[src/rtl/riscv_pipe_pkg.sv]
// Shared types for the RISC-V pipeline: decode control bundle, ALU encodings
// and the decode->execute stage state.
package riscv_pipe_pkg;

    // ALU operation encodings carried in ctrl_bundle_t.alu_ctrl
    localparam logic [3:0] ALU_ADD  = 4'b0000;
    localparam logic [3:0] ALU_SUB  = 4'b0001;
    localparam logic [3:0] ALU_AND  = 4'b0010;
    localparam logic [3:0] ALU_OR   = 4'b0011;
    localparam logic [3:0] ALU_XOR  = 4'b0100;
    localparam logic [3:0] ALU_SLT  = 4'b0101;
    localparam logic [3:0] ALU_SLTU = 4'b0110;
    localparam logic [3:0] ALU_SLL  = 4'b0111;
    localparam logic [3:0] ALU_SRL  = 4'b1000;
    localparam logic [3:0] ALU_SRA  = 4'b1001;
    localparam logic [3:0] ALU_LUI  = 4'b1010;

    typedef struct packed {
        logic [1:0] result_src;
        logic       mem_write;
        logic       branch;
        logic [3:0] alu_ctrl;
        logic       jal;
        logic       jalr;
        logic       alu_src;
        logic       reg_write;
    } ctrl_bundle_t;

    localparam int unsigned CTRL_BUNDLE_W = $bits(ctrl_bundle_t);

    typedef enum logic [1:0] {
        ST_EMPTY = 2'b00,
        ST_ONE   = 2'b01,
        ST_TWO   = 2'b10
    } stage_state_t;

endpackage

[src/rtl/pipe_skid_entry.sv]
// One payload slot of the decode->execute stage: control + data words and a full flag.
// Clearing zeroes the control (so an empty slot never looks like a live op) but keeps data.
module pipe_skid_entry #(
    parameter int unsigned CTRL_W = 12,
    parameter int unsigned DATA_W = 128
) (
    input  logic              clk,
    input  logic              rst_n,
    input  logic              load,
    input  logic              clear,
    input  logic [CTRL_W-1:0] ctrl_d,
    input  logic [DATA_W-1:0] data_d,
    output logic [CTRL_W-1:0] ctrl_q,
    output logic [DATA_W-1:0] data_q,
    output logic              full
);

    always_ff @(posedge clk or negedge rst_n) begin
        if (!rst_n) begin
            full   <= 1'b0;
            ctrl_q <= '0;
            data_q <= '0;
        end else if (clear) begin
            full   <= 1'b0;
            ctrl_q <= '0;
        end else if (load) begin
            full   <= 1'b1;
            ctrl_q <= ctrl_d;
            data_q <= data_d;
        end
    end

endmodule

[src/rtl/decode_exec_pipe_stage.sv]
// Decode->execute pipeline register with a 2-entry skid buffer (registered ready_o),
// synchronous flush and a saturating bubble-cycle counter.
module decode_exec_pipe_stage
    import riscv_pipe_pkg::*;
#(
    parameter int unsigned DATA_WIDTH = 32,
    parameter int unsigned NUM_DATA   = 4,
    parameter int unsigned CTRL_WIDTH = CTRL_BUNDLE_W,
    parameter int unsigned CNT_WIDTH  = 16
) (
    input  logic                           clk,
    input  logic                           rst_n,
    input  logic                           valid_i,
    output logic                           ready_o,
    input  logic [CTRL_WIDTH-1:0]          ctrl_i,
    input  logic [NUM_DATA*DATA_WIDTH-1:0] data_i,
    input  logic                           flush_i,
    output logic                           valid_o,
    input  logic                           ready_i,
    output logic [CTRL_WIDTH-1:0]          ctrl_o,
    output logic [NUM_DATA*DATA_WIDTH-1:0] data_o,
    output logic [CNT_WIDTH-1:0]           bubble_cnt_o
);

    localparam int unsigned BUS_W = NUM_DATA * DATA_WIDTH;

    stage_state_t state, state_nxt;

    logic                  accept, pop;
    logic                  main_load, main_clr, main_sel_skid;
    logic                  skid_load, skid_clr;
    logic                  main_full, skid_full;
    logic [CTRL_WIDTH-1:0] main_ctrl_d, skid_ctrl;
    logic [BUS_W-1:0]      main_data_d, skid_data;

    assign accept = valid_i & ready_o;
    assign pop    = valid_o & ready_i;

    assign main_ctrl_d = main_sel_skid ? skid_ctrl : ctrl_i;
    assign main_data_d = main_sel_skid ? skid_data : data_i;

    // State register; ready_o is registered from the next state
    always_ff @(posedge clk or negedge rst_n) begin
        if (!rst_n) begin
            state   <= ST_EMPTY;
            ready_o <= 1'b1;
        end else begin
            state   <= state_nxt;
            ready_o <= (state_nxt != ST_TWO);
        end
    end

    // Next-state and entry controls; flush overrides accept and pop
    always_comb begin
        state_nxt     = state;
        main_load     = 1'b0;
        main_clr      = 1'b0;
        main_sel_skid = 1'b0;
        skid_load     = 1'b0;
        skid_clr      = 1'b0;
        if (flush_i) begin
            main_clr  = 1'b1;
            skid_clr  = 1'b1;
            state_nxt = ST_EMPTY;
        end else begin
            unique case (state)
                ST_EMPTY: begin
                    if (accept) begin
                        main_load = 1'b1;
                        state_nxt = ST_ONE;
                    end
                end
                ST_ONE: begin
                    if (pop && accept) begin
                        main_load = 1'b1;
                    end else if (pop) begin
                        // Clearing zeroes stored ctrl so the bubble is inert
                        main_clr  = 1'b1;
                        state_nxt = ST_EMPTY;
                    end else if (accept) begin
                        skid_load = 1'b1;
                        state_nxt = ST_TWO;
                    end
                end
                ST_TWO: begin
                    if (pop && skid_full) begin
                        main_load     = 1'b1;
                        main_sel_skid = 1'b1;
                        skid_clr      = 1'b1;
                        state_nxt     = ST_ONE;
                    end
                end
                default: begin
                    main_clr  = 1'b1;
                    skid_clr  = 1'b1;
                    state_nxt = ST_EMPTY;
                end
            endcase
        end
    end

    pipe_skid_entry #(
        .CTRL_W (CTRL_WIDTH),
        .DATA_W (BUS_W)
    ) u_main (
        .clk    (clk),
        .rst_n  (rst_n),
        .load   (main_load),
        .clear  (main_clr),
        .ctrl_d (main_ctrl_d),
        .data_d (main_data_d),
        .ctrl_q (ctrl_o),
        .data_q (data_o),
        .full   (main_full)
    );

    pipe_skid_entry #(
        .CTRL_W (CTRL_WIDTH),
        .DATA_W (BUS_W)
    ) u_skid (
        .clk    (clk),
        .rst_n  (rst_n),
        .load   (skid_load),
        .clear  (skid_clr),
        .ctrl_d (ctrl_i),
        .data_d (data_i),
        .ctrl_q (skid_ctrl),
        .data_q (skid_data),
        .full   (skid_full)
    );

    assign valid_o = main_full;

    // Saturating count of edges seen with no valid payload at the output
    always_ff @(posedge clk or negedge rst_n) begin
        if (!rst_n) begin
            bubble_cnt_o <= '0;
        end else if (!valid_o && (bubble_cnt_o != {CNT_WIDTH{1'b1}})) begin
            bubble_cnt_o <= bubble_cnt_o + CNT_WIDTH'(1);
        end
    end

endmodule

[config.mk]
export PLATFORM = sky130hd
export DESIGN_NAME = decode_exec_pipe_stage
export DESIGN_NICKNAME = d
export VERILOG_FILES = /design/src/rtl/riscv_pipe_pkg.sv /design/src/rtl/pipe_skid_entry.sv /design/src/rtl/decode_exec_pipe_stage.sv
export SDC_FILE = /design/constraint.sdc
export NUM_CORES = 1
export LEC_CHECK = 0
export CORE_MARGIN = 2
export CORE_UTILIZATION = 40
export CTS_BUF_LIST = sky130_fd_sc_hd__clkbuf_4
export DETAILED_ROUTE_END_ITERATION = 7
export PLACE_DENSITY = 0.66
export SYNTH_ARGS = -nofsm -noshare
export SYNTH_HDL_FRONTEND = slang
export SYNTH_SLANG_ARGS = --single-unit
[constraint.sdc]
create_clock -name clk -period 6.35 [get_ports clk]
set_input_delay 0.9525 -clock clk [delete_from_list [all_inputs] [get_ports clk]]
set_output_delay 0.9525 -clock clk [all_outputs]
set_load 0.005 [all_outputs]
Word level (Yosys, flattened, before mapping)
Cells that the tools add are included.
Operators by class
  add/subtract/negate cells: 1
  equality and inequality tests: 4
  mux-type cells: 34
  bitwise operators: 4
  reductions and logical operators: 11
Operator list (count)
  $mux 128: 1
  $mux 12: 5
  $mux 1: 18
  $add 16x1->16 const B: 1
  $ne 16x16->1 const B: 1
  $mux 2: 6
  $pmux 2 s3: 1
  $pmux 1 s2: 2
  $reduce_and 2->1: 2
  $reduce_bool 2->1: 2
  $reduce_or 2->1: 2
  $logic_and 1x1->1: 3
  $pmux 1 s3: 1
  $and 1x1->1: 2
  $eq 2x1->1 const B: 1
  $eq 2x2->1 const B: 1
  $logic_not 2->1: 1
  $ne 2x2->1 const B: 1
  $not 1->1: 2
  $logic_not 1->1: 1
Storage, ports and cells
  flip-flop bits (word level): 301
  output and inout port bits: 158
  word-level logic and storage cells: 63

Depth between registers and ports, before layout
  word-level depth: 8
  depth in mapped cells: 9
  mapped depth without buffers: 5

Modules after synthesis
From an unflattened synthesis, not the netlist that was laid out.
Unflattened totals
  cells, all modules: 881
  area, all modules: 14457.6 um2
By module, submodules not included
  pipe_skid_entry: times used 2, cells each 313, area an instance 5809.3 um2, seq. area each 3528.4 um2
  decode_exec_pipe_stage: times used 1, cells each 255, area an instance 2839.0 um2, seq. area each 476.7 um2

Worst setup path after synthesis
Ideal clock, no wire load.
  path kind: input port to flip-flop
  from: in ready_i
  to: reg u_skid.data_q[100]
  arrival: 2.468 ns
  required time: 6.225 ns
  path slack: 3.758 ns
  stages on the path: 6
  path through: a21boi_1 -> or3b_1 -> nor2_1 -> buf_2 -> buf_4 -> mux2_2
On the way
  cells in the longest elaborated chain, start to end: 7
  elaborated cells on any way between the ends: 12
  those cells by class: 7 x mux; 2 x bitwise; 3 x reduce/logical
RTL lines
  from (decl): line decode_exec_pipe_stage.sv:19  | input logic ready_i,
  $and 1x1->1 *: line decode_exec_pipe_stage.sv:37  | assign pop = valid_o & ready_i;
  $logic_and 1x1->1: line decode_exec_pipe_stage.sv:86  | if (pop && skid_full) begin
  $mux 1: line decode_exec_pipe_stage.sv:86
  $pmux 1 s2: line decode_exec_pipe_stage.sv:66  | unique case (state)
  $mux 1: line decode_exec_pipe_stage.sv:61  | if (flush_i) begin
  $not 1->1 (no source line)
  $reduce_and 2->1 (no source line) *
  to (signal assigned): line pipe_skid_entry.sv:29  | data_q <= data_d;
  to (decl): line pipe_skid_entry.sv:14  | output logic [DATA_W-1:0] data_q,
Every way passes the cells marked *; elsewhere a longest branch is shown, timed or not.
A chain may end at the register's enable or synchronous reset.

Final worst setup path
  from: in ready_i
  to: reg u_skid.data_q[39]
Same word-level chain as after synthesis.

==> results by stage <==
Timing:
- The clock skew after layout is 0.0314 ns.
- The worst relative slew slack is 0.317.
- Of the available clock period, the critical path in the final layout requires 0.470.
- The count of final hold-check violations came to 0.
- The setup violation total in the final timing report is 0.
- At the pin with the least slew margin, the transition time is 1.02 ns.
- Setup repair after global routing left no endpoint under its margin.
- The minimum clock period after layout is 2.99 ns.
- The final worst setup slack is 3.36 ns.
- Based on the critical path, the design can be clocked at up to 335 MHz.
- The final number of max-transition violations is 0.
- For the final routed database, the setup TNS stands at 0 ns.

Yosys:
- In the synthesized netlist the dominant register cell turns out to be sky130_fd_sc_hd__dfrtp_1.
- The largest total area in the synthesized netlist belongs to sky130_fd_sc_hd__dfrtp_1.
- Yosys mapped a number of flops with a built-in enable equal to 0.
- The portion of the post-synthesis area used by sequential elements is 0.577.
- The mapped netlist covers 0.0131 mm^2.
- The number of storage elements in the synthesis netlist is 301.
- The total nets after synthesis is 999.
- The count of unique library cells instantiated by Yosys is 41.
- The mean cell area of the mapped netlist is 15.3 um^2.
- In the synthesized netlist, the number of instances is 853.
- In the synthesized netlist the async set-or-reset flop fraction comes to 1.00.
- The proportion of netlist area held by the largest area contributor is 0.575.
- Sorting the synthesized cells by area gives the leading types as sky130_fd_sc_hd__dfrtp_1 57%, sky130_fd_sc_hd__mux2_2 26%, sky130_fd_sc_hd__mux2_1 7.5%.
- For this run, the number of Yosys warnings is 0.

Floorplan:
- The number of cell rows is 66.
- The initial cell density of the core is 0.403.
- The die footprint is 0.0341 mm^2.
- In this run the count of I/O pins placed on the die edge is 303.
- The core region is 0.0324 mm^2.
- The floorplan step set the die width to 185 um.
- The die is 185 um tall.

Clocking:
- The buffer cell driving the clock tree root is sky130_fd_sc_hd__clkbuf_4.
- The maximum root-to-sink buffer count is 3.
- The clock latency on the worst-skew pair is 0.69 ns.
- The number of buffers inserted by post-CTS setup repair is 0.
- The number of buffers inserted by hold repair at cts is 0.
- The number of buffers created by CTS is 84.
- The H-tree generated during clock tree synthesis spans 3 levels.
- CTS saw 301 sinks.
- The total of cells resized after clock tree synthesis is 0.
- The TritonCTS clock tree is done.
- After clock tree synthesis, the clock-pin slew on the worst setup and hold paths is 0.05 ns.

Layout:
- In the layout the commonest cells are 301 x sky130_fd_sc_hd__clkdlybuf4s50_1, 300 x sky130_fd_sc_hd__dfrtp_1, 298 x sky130_fd_sc_hd__mux2_2.
- The finished layout cell area is 0.0174 mm^2.
- The share of the core filled with cells in the final layout is 0.538.
- The filler cell count is 2,810.
- Leaving out fill and tap cells, the most frequent cell in the layout is sky130_fd_sc_hd__clkdlybuf4s50_1.
- From synthesis to final layout, the design area changed by 33.4%.
- The number of nets in the layout is 1,342.
- The multi-input combinational cells in the finished layout cover a total of 0.00519 mm^2.
- The ratio of cells with drive above 1 in the final layout is 0.353.
- Summing all flip-flop and latch instances after layout gives 0.00753 mm^2.

Pwr:
- The largest vdd supply drop is 0.183 mV.
- The sum of internal, switching and leakage power is 6.31 mW.
- The leakage power is 7.40 nW.
- Dividing total power by cell area gives a power density of 362 mW/mm^2.

Placed design:
- The detailed-placement wirelength estimate is 18,800 um.
- The placed instances occupy a cell area of 0.0164 mm^2.
- The count of port buffers added during placement is 302.
- At the placement stage, the worst setup path has a slack of 2.64 ns.
- Routability-driven placement finished with a final weighted congestion of 0.760.

Worst setup path:
- The data required time of the worst path is 6.90 ns.
- The reg-to-reg startpoint is state[0].
- Along the worst path, the maximum fanout reaches 92.
- STA classifies the critical path startpoint as a primary input.
- The worst setup path is of the in -> reg kind.
- The destination of the worst register-to-register timing path is u_skid.data_q[39].
- STA puts the critical path data arrival time at 3.54 ns.
- The number of cells on the worst reg-to-reg path is 5.
- The type of destination of the critical path is a register.
- The setup check on the worst reg-to-reg path leaves a slack of 3.53 ns.

Global route:
- Global routing finished with a remaining overflow of 0.
- The initial antenna violation count is 5.
- Entering global routing, the biggest net connects 114 pins.
- The wire length of the first global-routing pass is 47,300 um.
- For this run, the total global-route usage over all layers was measured as 0.176.
- The via count of the first global-routing pass is 8,758.

Drt:
- For this block, the routed nets add up to 29,700 um of wire.
- Using the TritonRoute via totals, the vias-per-cell ratio works out to 4.90.
- Detailed routing inserted a total of 8,257 vias.
- The number of antenna-violating nets in the routed design is 0.
- In the final routed layout, each cell accounts on average for 17.6 um.
- Before antenna repair, the detailed router went through 4 iterations.
- After detailed routing, the number of remaining DRC violations is 0.
- The detailed router's first-iteration violation count is 267.

Min path:
- The worst min-delay path class is in -> async.

Status:
- The run finished with clean final reports.

Job:
- The max capacitance violation total is 0.
-- flip-flops by register name, summed over array words and instances (netlist names) --
register,flops
u_skid.full,1
bubble_cnt_o,16
u_main.ctrl_q,12
ready_o,1
u_skid.ctrl_q,12
u_main.data_q,128
state,2
u_skid.data_q,128
u_main.full,1
-- how the worst max path moves through the flow --
stage	startpoint	to	slack [ns]	cells past startpoint
2_1_floorplan	ready_i	u_skid.data_q[100]	3.76	6
3_3_place_gp	ready_i	u_main.data_q[109]	2.68	6
3_5_place_dp	valid_i	u_main.data_q[40]	2.64	6
4_1_cts	valid_i	u_main.data_q[55]	3.42	6
5_1_grt	ready_i	u_main.data_q[63]	3.24	6
6_report	ready_i	u_skid.data_q[39]	3.36	6
-- cells by family after synthesis --
group,Yosys count,share of synthesized area
DFF,301,0.577
xor gates and xnor gates,16,0.0107
AOI/OAI and AO/OA,41,0.0255
adders and majority gates,1,0.000958
muxes,397,0.341
buffers and inverters,57,0.0267
and+or+nand+nor,40,0.0178
-- critical path, stage by stage --
cell	delay (ns)
sky130_fd_sc_hd__clkdlybuf4s50_1	0.46
sky130_fd_sc_hd__a21boi_1	0.29
sky130_fd_sc_hd__or3b_1	0.46
sky130_fd_sc_hd__nor2_4	0.37
sky130_fd_sc_hd__buf_12	0.41
sky130_fd_sc_hd__mux2_2	0.41
-- routing by layer --
layer,GRT usage,up-vias,part of all wire
li1,-,3845,-
met1,0.226,4080,0.44
met2,0.260,281,0.44
met3,0.0844,49,0.11
met4,0.0600,2,0.017
met5,0,-,0.00044
-- synth_stat cells (2+ instances only) --
master / n
sky130_fd_sc_hd__dfrtp_1: 300
sky130_fd_sc_hd__mux2_2: 298
sky130_fd_sc_hd__mux2_1: 87
sky130_fd_sc_hd__buf_2: 21
sky130_fd_sc_hd__a22o_1: 12
sky130_fd_sc_hd__mux2i_1: 12
sky130_fd_sc_hd__o2bb2ai_1: 12
sky130_fd_sc_hd__xnor2_1: 12
sky130_fd_sc_hd__clkbuf_1: 11
sky130_fd_sc_hd__buf_6: 10
sky130_fd_sc_hd__buf_4: 9
sky130_fd_sc_hd__nand4_1: 8
sky130_fd_sc_hd__nand3_1: 6
sky130_fd_sc_hd__and3_1: 5
sky130_fd_sc_hd__nand2_1: 5
sky130_fd_sc_hd__nor2_1: 5
sky130_fd_sc_hd__a21oi_1: 4
sky130_fd_sc_hd__and4_1: 4
sky130_fd_sc_hd__buf_1: 4
sky130_fd_sc_hd__xor2_1: 4
sky130_fd_sc_hd__inv_1: 2
sky130_fd_sc_hd__nand2b_1: 2
sky130_fd_sc_hd__o21bai_1: 2
-- layout make-up --
| type | instances | share of cell area |
|---|---|---|
| diodes | 4 | 0.000575 |
| clock buffers | 119 | 0.0513 |
| clock inverters | 11 | 0.00388 |
| inverters | 2 | 0.000431 |
| multi-input cells | 495 | 0.298 |
| flip-flops and latches | 301 | 0.433 |
| well taps | 442 | 0.0318 |
| repair buffers | 312 | 0.181 |
-- stage by stage --
| step | hold WS [ns] | instances |
|---|---|---|
| 2_1_floorplan | 0.465 | 853 |
| 3_3_place_gp | 0.474 | 1552 |
| 3_5_place_dp | 0.476 | 1552 |
| 4_1_cts | 0.242 | 1682 |
| 5_1_grt | 0.257 | 1684 |
| 6_report | 0.281 | 1686 |
-- where the power goes --
| part | leakage (nW) | total [mW] | switching (mW) | internal (mW) |
|---|---|---|---|---|
| Sequential | 3.64 | 2.98 | 0.356 | 2.63 |
| Combinational | 3.18 | 1.67 | 0.512 | 1.15 |
| Clock | 0.591 | 1.66 | 0.774 | 0.885 |
| Total | 7.40 | 6.31 | 1.64 | 4.67 |
Note: power is estimated with default switching activity, not from simulation.
